### src/rtl/max_track.sv
// Windowed running-maximum tracker: scans WIN unsigned samples, then presents the largest one.
// Optional macro MAX_TRACK_IDX_EN adds the position register behind max_idx.
module max_track #(
  parameter  int W   = 8,
  parameter  int WIN = 16,
  localparam int CW  = $clog2(WIN)
) (
  input  logic          clk,
  input  logic          reset,
  input  logic          clr,
  input  logic          in_valid,
  input  logic [W-1:0]  in_data,
  output logic          in_ready,
  input  logic          out_ready,
  output logic          out_valid,
  output logic [W-1:0]  max_out,
  output logic [CW-1:0] max_idx
);

  typedef enum logic [1:0] {S_IDLE, S_ACC, S_DONE} state_t;

  state_t        r_state;
  // One extra bit so the count can sit at WIN once the window is full.
  logic [CW:0]   r_cnt;
  logic [W-1:0]  r_max;
  logic          w_last;
  logic          w_gt;

  assign w_last = (r_cnt == (CW+1)'(WIN - 1));
  assign w_gt   = (in_data > r_max);

  always_ff @(posedge clk or posedge reset) begin
    if (reset) begin
      r_state <= S_IDLE;
      r_cnt   <= '0;
      r_max   <= '0;
    end else if (clr) begin
      r_state <= S_IDLE;
      r_cnt   <= '0;
      r_max   <= '0;
    end else begin
      unique case (r_state)
        S_IDLE: if (in_valid) begin
          r_max   <= in_data;
          r_cnt   <= (CW+1)'(1);
          r_state <= S_ACC;
        end
        S_ACC: if (in_valid) begin
          r_cnt <= r_cnt + (CW+1)'(1);
          if (w_gt) r_max <= in_data;
          if (w_last) r_state <= S_DONE;
        end
        S_DONE: if (out_ready) r_state <= S_IDLE;
        default: r_state <= S_IDLE;
      endcase
    end
  end

`ifdef MAX_TRACK_IDX_EN
  logic [CW-1:0] r_idx;

  // Strict compare keeps the earliest position on ties.
  always_ff @(posedge clk or posedge reset) begin
    if (reset) begin
      r_idx <= '0;
    end else if (clr) begin
      r_idx <= '0;
    end else if (r_state == S_IDLE && in_valid) begin
      r_idx <= '0;
    end else if (r_state == S_ACC && in_valid && w_gt) begin
      r_idx <= r_cnt[CW-1:0];
    end
  end

  assign max_idx = r_idx;
`else
  assign max_idx = '0;
`endif

  assign in_ready  = (r_state != S_DONE);
  assign out_valid = (r_state == S_DONE);
  assign max_out   = r_max;

endmodule

### config.mk
export PLATFORM = sky130hd
export DESIGN_NAME = max_track
export DESIGN_NICKNAME = d
export VERILOG_FILES = /design/src/rtl/max_track.sv
export SDC_FILE = /design/constraint.sdc
export NUM_CORES = 1
export LEC_CHECK = 0
export BUFFER_PORTS_ARGS = -buffer_cell sky130_fd_sc_hd__buf_2
export CORE_ASPECT_RATIO = 0.9
export CORE_MARGIN = 8
export CORE_UTILIZATION = 28
export DETAILED_ROUTE_END_ITERATION = 7
export HOLD_SLACK_MARGIN = 0.15
export SYNTH_ARGS = -nofsm -noshare
export SYNTH_HDL_FRONTEND = slang
export SYNTH_SLANG_ARGS = --single-unit
### constraint.sdc
create_clock -name clk -period 1.72 [get_ports clk]
set_input_delay 0 -clock clk [delete_from_list [all_inputs] [get_ports clk]]
set_output_delay 0 -clock clk [all_outputs]
set_load 0.02 [all_outputs]
; Yosys cells after proc, flatten, opt, wreduce, memory -nomap -nowiden
; Index checks and enable logic that the tools add are counted.
[word_totals]
rom_bits = 0
elab_cells = 34
input_bits = 13
ramBits = 0
ff_bits = 15
n_memories = 0
latchBits = 0
output_inout_bits = 14
[op_classes]
n_eq_ne = 9
shifts = 0
reduce_logical = 5
n_mux = 15
mul = 0
addsub = 1
bitwise_logic = 0
div_mod_pow = 0
n_lt_le_gt_ge = 1
[ops]
columns = cell, count
row1 = 2-to-1 mux 8 bit, 4
row2 = case mux 8 bit (2 select lines), 1
row3 = 2-to-1 mux 5 bit, 3
row4 = "inequality test 3 bit, second input constant", 5
row5 = 2-to-1 mux 2 bit, 5
row6 = case mux 5 bit (2 select lines), 1
row7 = > comparator 8 bit, 1
row8 = AND reduction 4 bit, 2
row9 = case mux 2 bit (3 select lines), 1
row10 = "adder 5 x 1 -> 5 bit, second input constant", 1
row11 = "== test 5 x 4 -> 1 bit, second input constant", 1
row12 = AND reduction 3 bit, 1
row13 = nonzero test 3 bit, 1
row14 = "== test 2 x 1 -> 1 bit, second input constant", 1
row15 = "== test 2 bit, second input constant", 1
row16 = logical NOT 2 bit, 1
row17 = "inequality test 2 bit, second input constant", 1

; Longest topological paths before layout
[depth]
word_depth = 5
ltp_mapped = 8
ltp_nobuf = 7

; Least setup slack after synthesis
; OpenSTA, ideal clock, no wires.
[synth_path]
path_type = flip-flop to flip-flop
start = reg r_max[1] (netlist: max_out[1])
end = reg r_max[0] (netlist: max_out[0])
required_ns = 1.599
arrival_time_ns = 1.782
slack_ns = -0.183
setup_time_ns = 0.121
n_path_buf = 1
stages_incl_launch_ff = 9
path_cell_list = dfrtp_1 > inv_1 > ha_1 > nor2b_4 > o211ai_2 > a211oi_1 > or3_1 > buf_6 > a22o_1
[synth_between]
elab_chain_cells = 3
[synth_lines]
columns = item, line
row1 = "start, declared", 25  ; logic [W-1:0] r_max;
row2 = "start signal, assigned", 44  ; r_max <= in_data;
row3 = "start signal, assigned", 50  ; if (w_gt) r_max <= in_data;
row4 = > comparator 8 bit, 30  ; assign w_gt = (in_data > r_max);
row5 = inequality test 3 bit (no source line), n/a
row6 = AND reduction 4 bit (no source line), n/a
; No other way between the ends.
; A chain may end at the register's enable or synchronous reset.

; Worst setup path in the final report
; Ends and elaborated chain as after synthesis.

==> flow_metrics.tcl <==
set metrics [dict create \
    status "finished with violations" \
    violations "setup timing" \
    layout.nets 176 \
    rows 20 \
    relSlewSlack 0.588 \
    min_period_ps 1850 \
    grt_max_degree 16 \
    dpl.hpwl_um 1840 \
    cap_violations 0 \
    avgSynthCellArea_um2 9.40 \
    antenna_left 0 \
    cellLeakagePower_uw 0.000704 \
    worstMarginPinSlew_ps 617 \
    ios 27 \
    grt_antenna_before_repair 0 \
    area_delta_synth_final_pct 49.2 \
    initial_core_util 0.288 \
    antenna_cells 0 \
    grtUsageTotal 0.0986 \
    ys_types 29 \
    first_global_vias 983 \
    num_vias 918 \
    htreeDepth 1 \
    yosys_warnings 0 \
    met2WireLength_um 1430 \
    portBuffers 22 \
    critPathMaxFanout 8 \
    worst-setup-path-type "reg -> reg" \
    finalHoldViolations 0 \
    final_cell_mix "22 x buf_2, 16 x buf_4, 12 x dlygate4sd3_1, 12 x dfrtp_1, 11 x inv_1" \
    drt-wirelength-per-cell_um 14.0 \
    arrival_ps 1990 \
    path_clk_slew_ps 70 \
    cts_buffers 3 \
    clock.fmax_mhz 541 \
    post-route-period-util 1.08 \
    drt-met1-wl_um 1150 \
    drt-total-wl_um 2750 \
    postLayoutSetupSlackWorst_ps -130 \
    dr.max_layer_used "met4" \
    hold_path.class "in -> async" \
    cts_tree "yes" \
    clock_sink_count 15 \
    gp_congestion 0.776 \
    dr_wl_met3_um 78 \
    final_common_cell "buf_2" \
    whs_ps 357 \
    clockBufferDepth 2 \
    core_um2 3330 \
    synth.cell_area_um2 958 \
    grt_overflow 0 \
    vdd_drop_max_mv 0.302 \
    synth_seq_cells 15 \
    dp.cells 177 \
    startpoint_type "register" \
    final-setup-viol-count 8 \
    clk_latency_ps 260 \
    seq_area_frac_synth 0.392 \
    root_buffer "clkbuf_8" \
    routed_via_density 4.68 \
    stdcell_count 196 \
    firstDrtPassIters 4 \
    drt_iter0_markers 36 \
    die_h_um 71.5 \
    nFillCells 318 \
    rsz0062_at_grt "true" \
    fin_util 0.430 \
    grt_pass1_wl_um 4430 \
    fin_skew_ps 2.56 \
    die_area_um2 5550 \
    required_ps 1860 \
    layout-drive-gt1-share 0.388 \
    power_density_nw_per_um2 735 \
    fp.dieW_um 77.7 \
    maxSlewViolCount 0 \
    drc 0 \
    synth_cells 102 \
    worst_setup_path_end_kind "register" \
]
synth_stat cells (all sizes together):
library cell	n	area share
o221ai	1	0.016
nand4	2	0.020
buf	7	0.056
nor2b	2	0.021
nor3	1	0.0052
nand3	8	0.042
a22o	8	0.073
nand2b	1	0.0065
a21oi	8	0.042
o22a	1	0.0091
o21ai	2	0.010
o21a	1	0.0078
nand2	7	0.027
inv	12	0.047
conb	1	0.0039
nor4	1	0.0065
or3	2	0.013
o211a	1	0.010
nor2	8	0.034
ha	10	0.13
o211ai	1	0.013
and3	1	0.0065
dfrtp	15	0.39
a211oi	1	0.0078
final timing paths:
check	from	endpoint	slack (ps)	cells after the start
max	max_out[1]	max_out[0]	-130	7
max reg2reg	max_out[1]	max_out[0]	-130	7
max in group asynchronous	reset	max_out[7]	920	3
min	reset	r_cnt[1]	360	3
min reg2reg	max_out[6]	max_out[6]	530	1
min in group clk	in_data[2]	max_out[2]	520	3
critical path, cell delays in order (launching register included):
cell      delay, ps
dfrtp_2         420
inv_2            70
ha_4            190
nor2b_4         120
o211ai_2        190
a211oi_2        100
or3_4           430
a22o_1          220
through the flow:
step	setup TNS (ps)	setup WS, ps	total power [µW]	instance area [µm²]
after detailed placement	-1560	-207	689	1180
after CTS	-595	-82.5	1050	1410
final	-965	-130	1050	1430
after floorplan	-1060	-133	584	973
after global placement	-1270	-162	679	1180
after global routing	-1300	-176	1100	1430
cell type report:
type | count | area (µm²) | area share
clock buffer | 4 | 45.0 | 0.0315
inverter | 12 | 45.0 | 0.0315
multi-input combinational | 71 | 556 | 0.388
sequential | 15 | 379 | 0.265
tap | 44 | 55.1 | 0.0385
timing repair buffer | 50 | 350 | 0.245
power by group:
group	switching (µW)	total, µW	internal (µW)
combinational	177	346	169
sequential	16.9	396	380
clock	144	308	165
total	338	1050	713
routing by layer:
metal	vias up	track usage
met1	440	0.103
li1	451	-
met2	20	0.177
met4	0	0.0690
met5	-	0
met3	7	0.0150
sequential cells by signal (all words and copies together) (netlist names):
signal,flops
r_state,2
r_cnt,5
max_out,8
logic make-up after synthesis:
kind of cell    share of synthesized area
fa+ha+maj                           0.131
other cells                       0.00391
flops                               0.392
buf+inv                             0.103
simple gates                        0.181
compound gates                      0.189
what timing repair did:
action,4_1_cts,5_1_grt
endpoints found under the setup margin,9,9
resized for setup,9,1
hold endpoints to repair,30,1
pin swaps,10,1
setup buffers,2,1
hold buffers,11,1
Power figures use the tool's default switching activity.
